`src/rtl/csr_pkg.sv`:
```
// Shared constants for the machine-mode CSR/trap unit: addresses, op encodings,
// cause codes and mstatus layout.
package csr_pkg;

  localparam logic [11:0] CSR_MSTATUS   = 12'h300;
  localparam logic [11:0] CSR_MISA      = 12'h301;
  localparam logic [11:0] CSR_MIE       = 12'h304;
  localparam logic [11:0] CSR_MTVEC     = 12'h305;
  localparam logic [11:0] CSR_MSCRATCH  = 12'h340;
  localparam logic [11:0] CSR_MEPC      = 12'h341;
  localparam logic [11:0] CSR_MCAUSE    = 12'h342;
  localparam logic [11:0] CSR_MTVAL     = 12'h343;
  localparam logic [11:0] CSR_MIP       = 12'h344;
  localparam logic [11:0] CSR_MCYCLE    = 12'hB00;
  localparam logic [11:0] CSR_MINSTRET  = 12'hB02;
  localparam logic [11:0] CSR_MCYCLEH   = 12'hB80;
  localparam logic [11:0] CSR_MINSTRETH = 12'hB82;
  localparam logic [11:0] CSR_MHARTID   = 12'hF14;

  typedef enum logic [2:0] {
    OP_RW  = 3'b001,
    OP_RS  = 3'b010,
    OP_RC  = 3'b011,
    OP_RWI = 3'b101,
    OP_RSI = 3'b110,
    OP_RCI = 3'b111
  } csr_op_e;

  localparam logic [3:0] CAUSE_ILLEGAL = 4'd2;
  localparam logic [3:0] CAUSE_BREAK   = 4'd3;
  localparam logic [3:0] CAUSE_ECALL_M = 4'd11;
  localparam logic [3:0] IRQ_MSI       = 4'd3;
  localparam logic [3:0] IRQ_MTI       = 4'd7;
  localparam logic [3:0] IRQ_MEI       = 4'd11;

  localparam int MSTATUS_MIE  = 3;
  localparam int MSTATUS_MPIE = 7;

  // MPP=11 always; on RV64 SXL/UXL also read as 2 (64-bit).
  localparam logic [63:0] MSTATUS_RST64 = 64'h0000_000a_0000_1800;
  localparam logic [63:0] MSTATUS_RST32 = 64'h0000_0000_0000_1800;

endpackage

```
`src/rtl/csr_counter.sv`:
```
// 64-bit event counter; a write to either half takes priority over the
// increment in the same cycle.
module csr_counter (
  input  logic        clk,
  input  logic        rst,
  input  logic        inc_i,
  input  logic        wr_lo_i,
  input  logic        wr_hi_i,
  input  logic [63:0] wr_dat_i,
  output logic [63:0] cnt_o
);

  logic [63:0] cnt_q, cnt_d;

  always_comb begin
    cnt_d = cnt_q;
    if (wr_lo_i || wr_hi_i) begin
      if (wr_lo_i) cnt_d[31:0]  = wr_dat_i[31:0];
      if (wr_hi_i) cnt_d[63:32] = wr_dat_i[63:32];
    end else if (inc_i) begin
      cnt_d = cnt_q + 64'd1;
    end
  end

  always_ff @(posedge clk) begin
    if (rst) cnt_q <= '0;
    else     cnt_q <= cnt_d;
  end

  assign cnt_o = cnt_q;

endmodule

```
`src/rtl/csr_trap_unit.sv`:
```
// Machine-mode CSR file with exception/interrupt entry and mret; redirect and
// read data are combinational, all state commits on the rising edge.
module csr_trap_unit
  import csr_pkg::*;
#(
  parameter int              XLEN        = 64,
  parameter logic [XLEN-1:0] RESET_MTVEC = '0,
  parameter bit              VECTORED_EN = 1'b1
) (
  input  logic            clk,
  input  logic            rst,
  input  logic            csr_valid,
  input  logic [2:0]      csr_op,
  input  logic [11:0]     csr_idx,
  input  logic [XLEN-1:0] src,
  input  logic            src_is_x0,
  input  logic            ecall,
  input  logic            ebreak,
  input  logic            mret,
  input  logic            irq_ok,
  input  logic            inst_retire,
  input  logic [XLEN-1:0] pc,
  input  logic            mtip,
  input  logic            msip,
  input  logic            meip,
  output logic [XLEN-1:0] rdata,
  output logic            illegal,
  output logic            redirect,
  output logic [XLEN-1:0] redirect_pc
);

  localparam logic [63:0]     MST64         = (XLEN == 64) ? MSTATUS_RST64 : MSTATUS_RST32;
  localparam logic [XLEN-1:0] MSTATUS_RST   = MST64[XLEN-1:0];
  localparam logic [XLEN-1:0] MIE_WMASK     = XLEN'(12'h888);
  localparam logic [XLEN-1:0] EPC_MASK      = ~XLEN'(3);
  localparam logic [XLEN-1:0] TVEC_MASK     = VECTORED_EN ? ~XLEN'(2) : ~XLEN'(3);

  logic            mstatus_mie_q, mstatus_mpie_q;
  logic [XLEN-1:0] mie_q, mtvec_q, mscratch_q, mepc_q, mcause_q, mtval_q;
  logic [63:0]     mcycle_cnt, minstret_cnt, cnt_wdat;

  logic [XLEN-1:0] mstatus_rd, mip_v, mepc_rd, tvec_base, wval, trap_cause;
  logic            csr_known, csr_ro, wr_req, ill_raw, csr_we;
  logic            irq_take, trap, mret_take;
  logic [3:0]      irq_code;

  assign mstatus_rd = MSTATUS_RST | (XLEN'(mstatus_mpie_q) << MSTATUS_MPIE)
                                  | (XLEN'(mstatus_mie_q) << MSTATUS_MIE);
  assign mip_v      = XLEN'({meip, 3'b000, mtip, 3'b000, msip, 3'b000});
  assign mepc_rd    = mepc_q & EPC_MASK;
  assign tvec_base  = mtvec_q & ~XLEN'(3);

  always_comb begin
    rdata     = '0;
    csr_known = 1'b1;
    csr_ro    = 1'b0;
    case (csr_idx)
      CSR_MSTATUS:   rdata = mstatus_rd;
      CSR_MISA:      csr_ro = 1'b1;
      CSR_MIE:       rdata = mie_q;
      CSR_MTVEC:     rdata = mtvec_q & TVEC_MASK;
      CSR_MSCRATCH:  rdata = mscratch_q;
      CSR_MEPC:      rdata = mepc_rd;
      CSR_MCAUSE:    rdata = mcause_q;
      CSR_MTVAL:     rdata = mtval_q;
      CSR_MIP:       begin rdata = mip_v; csr_ro = 1'b1; end
      CSR_MCYCLE:    rdata = mcycle_cnt[XLEN-1:0];
      CSR_MINSTRET:  rdata = minstret_cnt[XLEN-1:0];
      CSR_MCYCLEH:   if (XLEN == 32) rdata = XLEN'(mcycle_cnt[63:32]);   else csr_known = 1'b0;
      CSR_MINSTRETH: if (XLEN == 32) rdata = XLEN'(minstret_cnt[63:32]); else csr_known = 1'b0;
      CSR_MHARTID:   csr_ro = 1'b1;
      default:       csr_known = 1'b0;
    endcase
  end

  // Set/clear forms with rs1=x0 are pure reads, so they never count as writes.
  always_comb begin
    wr_req = 1'b0;
    wval   = src;
    case (csr_op)
      OP_RW, OP_RWI: begin wr_req = csr_valid;               wval = src;          end
      OP_RS, OP_RSI: begin wr_req = csr_valid && !src_is_x0; wval = rdata | src;  end
      OP_RC, OP_RCI: begin wr_req = csr_valid && !src_is_x0; wval = rdata & ~src; end
      default:       begin wr_req = 1'b0;                    wval = src;          end
    endcase
  end

  assign ill_raw = csr_valid && (!csr_known || (wr_req && csr_ro));

  always_comb begin
    irq_take = 1'b0;
    irq_code = 4'd0;
    if (irq_ok && mstatus_mie_q) begin
      if (meip && mie_q[11])     begin irq_take = 1'b1; irq_code = IRQ_MEI; end
      else if (msip && mie_q[3]) begin irq_take = 1'b1; irq_code = IRQ_MSI; end
      else if (mtip && mie_q[7]) begin irq_take = 1'b1; irq_code = IRQ_MTI; end
    end
  end

  assign trap      = irq_take || ill_raw || ebreak || ecall;
  assign mret_take = mret && !trap;

  always_comb begin
    if (irq_take)    trap_cause = (XLEN'(1) << (XLEN-1)) | XLEN'(irq_code);
    else if (ill_raw) trap_cause = XLEN'(CAUSE_ILLEGAL);
    else if (ebreak)  trap_cause = XLEN'(CAUSE_BREAK);
    else              trap_cause = XLEN'(CAUSE_ECALL_M);
  end

  always_comb begin
    if (!trap)                                        redirect_pc = mepc_rd;
    else if (irq_take && VECTORED_EN && mtvec_q[0])   redirect_pc = tvec_base + (XLEN'(irq_code) << 2);
    else                                              redirect_pc = tvec_base;
  end

  assign illegal  = !rst && ill_raw;
  assign redirect = !rst && (trap || mret_take);

  // mret consumes mstatus/mepc as they were, so a same-cycle write to them is dropped.
  assign csr_we = wr_req && !ill_raw && !trap &&
                  !(mret_take && (csr_idx == CSR_MSTATUS || csr_idx == CSR_MEPC));

  always_ff @(posedge clk) begin
    if (rst) begin
      mstatus_mie_q  <= 1'b0;
      mstatus_mpie_q <= 1'b0;
      mie_q          <= '0;
      mtvec_q        <= RESET_MTVEC;
      mscratch_q     <= '0;
      mepc_q         <= '0;
      mcause_q       <= '0;
      mtval_q        <= '0;
    end else if (trap) begin
      mepc_q         <= pc & EPC_MASK;
      mcause_q       <= trap_cause;
      mtval_q        <= '0;
      mstatus_mpie_q <= mstatus_mie_q;
      mstatus_mie_q  <= 1'b0;
    end else begin
      if (mret_take) begin
        mstatus_mie_q  <= mstatus_mpie_q;
        mstatus_mpie_q <= 1'b1;
      end
      if (csr_we) begin
        case (csr_idx)
          CSR_MSTATUS: begin
            mstatus_mie_q  <= wval[MSTATUS_MIE];
            mstatus_mpie_q <= wval[MSTATUS_MPIE];
          end
          CSR_MIE:      mie_q      <= wval & MIE_WMASK;
          CSR_MTVEC:    mtvec_q    <= wval;
          CSR_MSCRATCH: mscratch_q <= wval;
          CSR_MEPC:     mepc_q     <= wval & EPC_MASK;
          CSR_MCAUSE:   mcause_q   <= wval;
          CSR_MTVAL:    mtval_q    <= wval;
          default: ;
        endcase
      end
    end
  end

  assign cnt_wdat = (XLEN == 64) ? 64'(wval) : {2{wval[31:0]}};

  csr_counter u_mcycle (
    .clk      (clk),
    .rst      (rst),
    .inc_i    (1'b1),
    .wr_lo_i  (csr_we && csr_idx == CSR_MCYCLE),
    .wr_hi_i  (csr_we && ((XLEN == 64) ? (csr_idx == CSR_MCYCLE) : (csr_idx == CSR_MCYCLEH))),
    .wr_dat_i (cnt_wdat),
    .cnt_o    (mcycle_cnt)
  );

  csr_counter u_minstret (
    .clk      (clk),
    .rst      (rst),
    .inc_i    (inst_retire && !trap),
    .wr_lo_i  (csr_we && csr_idx == CSR_MINSTRET),
    .wr_hi_i  (csr_we && ((XLEN == 64) ? (csr_idx == CSR_MINSTRET) : (csr_idx == CSR_MINSTRETH))),
    .wr_dat_i (cnt_wdat),
    .cnt_o    (minstret_cnt)
  );

endmodule
```
`config.mk`:
```
export PLATFORM = sky130hd
export DESIGN_NAME = csr_trap_unit
export DESIGN_NICKNAME = d
export VERILOG_FILES = /design/src/rtl/csr_pkg.sv /design/src/rtl/csr_counter.sv /design/src/rtl/csr_trap_unit.sv
export SDC_FILE = /design/constraint.sdc
export NUM_CORES = 1
export LEC_CHECK = 0
export BUFFER_PORTS_ARGS = -buffer_cell sky130_fd_sc_hd__buf_4
export CAP_MARGIN = 0
export CELL_PAD_IN_SITES_DETAIL_PLACEMENT = 1
export CELL_PAD_IN_SITES_GLOBAL_PLACEMENT = 2
export CORE_MARGIN = 8
export CORE_UTILIZATION = 31
export DETAILED_ROUTE_END_ITERATION = 10
export PLACE_DENSITY = 0.8
export REMOVE_ABC_BUFFERS = 1
export SYNTH_ARGS = -nofsm -noshare
export SYNTH_HDL_FRONTEND = slang
export SYNTH_SLANG_ARGS = --single-unit
```
`constraint.sdc`:
```
create_clock -name clk -period 3 [get_ports clk]
set_input_delay 0.3 -clock clk [delete_from_list [all_inputs] [get_ports clk]]
set_output_delay 0.3 -clock clk [all_outputs]
set_load 0.005 [all_outputs]
```
[Word-level counts from Yosys, hierarchy flattened]
Index checks and enable logic that the tools add are counted.
Word-level totals
  register bits after elaboration: 451
  input port bits: 155
  output and inout bits: 130
  logic and storage cells: 117
Operators by class
  add/subtract/negate cells: 3
  equality and inequality tests: 18
  muxes and demuxes: 34
  bitwise operators: 5
  reduce and logical (&&, ||, !) cells: 47
Operators by type and width (count)
  $mux 64: 12
  $pmux 64 s10: 1
  $add 64x1->64 const B: 2
  $pmux 64 s2: 1
  $eq 12x10->1 const B: 9
  $add 64x6->64: 1
  $and 64x64->64: 1
  $not 64->64: 1
  $or 64x64->64: 1
  $eq 12x12->1 const B: 3
  $or 36x4->36: 1
  $logic_and 1x1->1: 18
  $mux 4: 4
  $mux 1: 13
  $reduce_or 12->1: 1
  $eq 3x3->1 const B: 3
  $reduce_and 3->1: 3
  $reduce_bool 2->1: 4
  $reduce_or 2->1: 4
  $eq 3x2->1 const B: 2
  $logic_not 1->1: 6
  $logic_or 1x1->1: 6
  $mux 3: 2
  $reduce_and 2->1: 3
  other kinds (5): 5

[Longest topological paths before layout]
  depth after elaboration: 16
  mapped depth: 13
  gate-level depth less buffers: 11

[Cells and area by module]
A second synthesis with hierarchy kept.
Unflattened totals
  cell total of the unflattened synthesis: 3835
  area, all modules: 29578.4 µm²
Modules (own cells, without submodules)
  csr_trap_unit: instances 1, cells each 2739, area an instance 21165.3 µm², sequential area each 6446.2 µm²
  csr_counter: instances 2, cells each 548, area an instance 4206.5 µm², sequential area each 1281.2 µm²

[Least setup slack after synthesis]
No wires, ideal clock.
  path type: register to output
  start: register mie_q[11]
  end: output port redirect_pc[54]
  data arrival time: 2902 ps
  data required time: 2700 ps
  path slack: -202 ps
  stages on the path, launching flop included: 12
  buffers on the path: 1
  path through: dfxtp_1 > a222oi_1 > nor2_1 > ha_1 > fa_1 > a21o_1 > a21o_1 > or3b_2 > clkbuf_1 > nor2_1 > xnor2_1 > o21ai_0
On the way
  word-level cells in the longest chain between the ends: 7
  elaborated cells on any way between the ends: 12
  classes of those cells: 1 x add/sub; 6 x mux; 5 x reduce/logical
RTL lines
  from (decl): RTL line csr_trap_unit.sv:39  | logic [XLEN-1:0] mie_q, mtvec_q, mscratch_q, mepc_q, mcause_q, mtval_q;
  from (signal assigned): RTL line csr_trap_unit.sv:150  | CSR_MIE: mie_q <= wval & MIE_WMASK;
  $logic_and 1x1->1 (*): RTL line csr_trap_unit.sv:94  | if (meip && mie_q[11]) begin irq_take = 1'b1; irq_code = IRQ_MEI; end
  branches (longest 5 deep; another with $add 64x6->64)
  $mux 64 (*): RTL line csr_trap_unit.sv:111  | if (!trap) redirect_pc = mepc_rd;
  to (decl): RTL line csr_trap_unit.sv:29  | output logic [XLEN-1:0] redirect_pc
Every way passes the cells marked *.

[Worst setup path after layout]
  start: register mie_q[11]
  end: output port redirect_pc[32]
Same word-level chain as after synthesis.

==> impl_metrics.toml <==
[clocking]
insertion_delay_ns = 0.61
cts_buffers = 53
htreeDepth = 2
clock_path_buffers = 3
clock_sinks = 450
root_buffer = "clkbuf_16"
clk_pin_slew_ns = 0.06
cts_tree = "done"

[floorplan]
core-area_um2 = 81500
dieArea_um2 = 91100
start_util = 0.311
placementRows = 105
die_height_um = 302
die_w_um = 302
boundaryPins = 285

[timing]
slew_headroom = 0.508
hold_violations = 0
tightest_slew_ns = 0.736
fin_skew_ns = 0.00974
tns_ns = -31.08
min_period_ns = 3.65
slew_viol_final = 0
setup_viol = 60
period_share = 1.22
setup_slack_ns = -0.648
fmax_ghz = 0.274
rsz0062_at_grt = "true"
whs_ns = 0.0481

[final_layout]
layout_common_cells = "612 x buf_4, 502 x nand2_1, 447 x dfxtp_1"
area_growth_pct = 35.4
final_common_cell = "buf_4"
fillers = 9772
final_nets = 4027
final_cells = 4970
drive_gt1_frac = 0.229

[global_routing]
grt_max_degree = 123
antenna_found_initial = 8
grt_use_total = 0.294
overflow = 0
grt_pass1_wl_mm = 202
grt_pass1_vias = 29834

[route]
wl_per_cell_um = 28.2
drtIter0Drc = 3021
ant_nets = 0
wirelength_mm = 140
dr.pass1.iters = 7
vias = 29480
drc = 0
vias_per_cell = 5.93

[worst_setup_path]
startpoint = "mie_q[11]"
crit_fanout = 6
required_ns = 2.70
endpoint_kind = "output pin"
cp.arrival_ns = 3.35
critPathKind = "reg -> out"
worstSetupStartpointType = "flip-flop"
reg2reg_from = "mie_q[11]"

[worst_hold_path]
worstHoldStart = "src[21]"
hold_class = "in -> reg"

[synthesis]
synth_cell_types = 88
syn_inst = 3334
synth.cell_area_um2 = 25300
synth_edf_count = 0
synth-seq-cells = 450
yosysWarningCount = 0
postSynthAreaPerCell_um2 = 7.60
yosysSeqAreaShare = 0.356
synth_flop_cell = "dfxtp_1"
async_flop_share = 0

[power_and_ir_drop]
ir_drop_mv = 0.371
cellPowerDensity_nw_per_um2 = 408
p_total_mw = 14.0
leakagePower_nw = 12.7

[placement]
dp.final_hpwl_mm = 99.8
gp_congestion = 0.957
dp_slack_ns = -0.334
dp.cells = 4788
portBuffers = 279

[run_status]
status = "complete, but fails checks"
violations = "setup timing"

[job]
maxCapViolCount = 0
cell families after synthesis:
| kind of cell | Yosys count | synth area share |
|---|---|---|
| other | 1 | 0.000148 |
| AO/OA/AOI/OAI | 1014 | 0.272 |
| multiplexers | 41 | 0.0166 |
| flip-flops | 450 | 0.356 |
| adder cells (fa/ha/maj) | 7 | 0.00375 |
| XOR/XNOR | 153 | 0.0529 |
| buffers and inverters | 346 | 0.0577 |
| AND/OR/NAND/NOR | 1322 | 0.242 |
routing by layer:
| metal | share of wire | GRT usage | vias up |
|---|---|---|---|
| li1 | - | - | 13229 |
| met1 | 0.42 | 0.385 | 14662 |
| met2 | 0.45 | 0.476 | 1272 |
| met3 | 0.083 | 0.0531 | 311 |
| met4 | 0.048 | 0.120 | 6 |
| met5 | 0.00027 | 0 | - |
worst paths after layout:
kind / endpoint / slack (ns) / cells after the start
worst min-delay path: u_minstret.cnt_o[21] / 0.05 / 3
worst min register to register: mtval_q[44] / 0.45 / 2
worst max register to register: u_mcycle.cnt_o[1] / 0.10 / 11
worst max-delay path: redirect_pc[32] / -0.65 / 14
state kept, by name (all words and copies together), names as in the netlist, 3 cells and up:
signal	flops
mcause_q	64
mscratch_q	64
mtval_q	64
u_mcycle.cnt_o	64
u_minstret.cnt_o	64
mtvec_q	63
mepc_q	62
mie_q	3
power breakdown:
group / total [mW] / switching (mW) / internal (mW)
Sequential: 6.12 / 0.0820 / 6.04
Clock: 6.53 / 2.77 / 3.77
Combinational: 1.36 / 0.814 / 0.541
Total: 14.0 / 3.66 / 10.3
final cells by class:
type	count	area, µm²	area share
multi-input combinational	2539	15300	0.445
sequential	450	9010	0.263
timing repair buffer	751	6730	0.196
clock buffer	76	1570	0.0459
tap	1070	1340	0.0390
inverter	70	264	0.00770
clock inverter	10	111	0.00325
antenna	4	10.0	0.000292
Yosys cell counts (70+ instances only):
master | n | area [µm²]
o21ai_0 | 146 | 731
clkbuf_1 | 154 | 578
nand3_1 | 138 | 691
nor2_1 | 342 | 1280
nand2_1 | 510 | 1910
buf_2 | 91 | 455
xnor2_1 | 87 | 762
dfxtp_1 | 450 | 9010
a22oi_1 | 122 | 916
a211oi_1 | 156 | 1170
a21oi_1 | 277 | 1390
inv_1 | 70 | 263
stage by stage:
| stage | cell area (µm²) | utilization |
|---|---|---|
| after floorplan | 24100 | - |
| after global placement | 31300 | 0.384 |
| after detailed placement | 31300 | 0.384 |
| after CTS | 34100 | 0.418 |
| after global routing | 34300 | 0.421 |
| final | 34300 | 0.421 |
worst max-delay path, cell delays in order, from the launching register on:
cell and delay (ns):
dfxtp_2 0.32, a222oi_1 0.42, nor2_2 0.09, ha_2 0.21, fa_2 0.36, a21o_1 0.19, a21o_1 0.19, buf_6 0.13
nand3_4 0.06, buf_12 0.15, or2_4 0.17, nor2_1 0.06, xnor2_1 0.12, o21ai_1 0.13, buf_4 0.13
repair_timing:
item	in CTS	in global routing
setup endpoints to repair	63	91
hold buffers	63	0
gates cloned	5	1
buffers inserted	18	8
resized for setup	81	42
pin swaps	18	20
endpoints found under the hold margin	63	0
No activity file was read; power rests on OpenSTA's default activity.
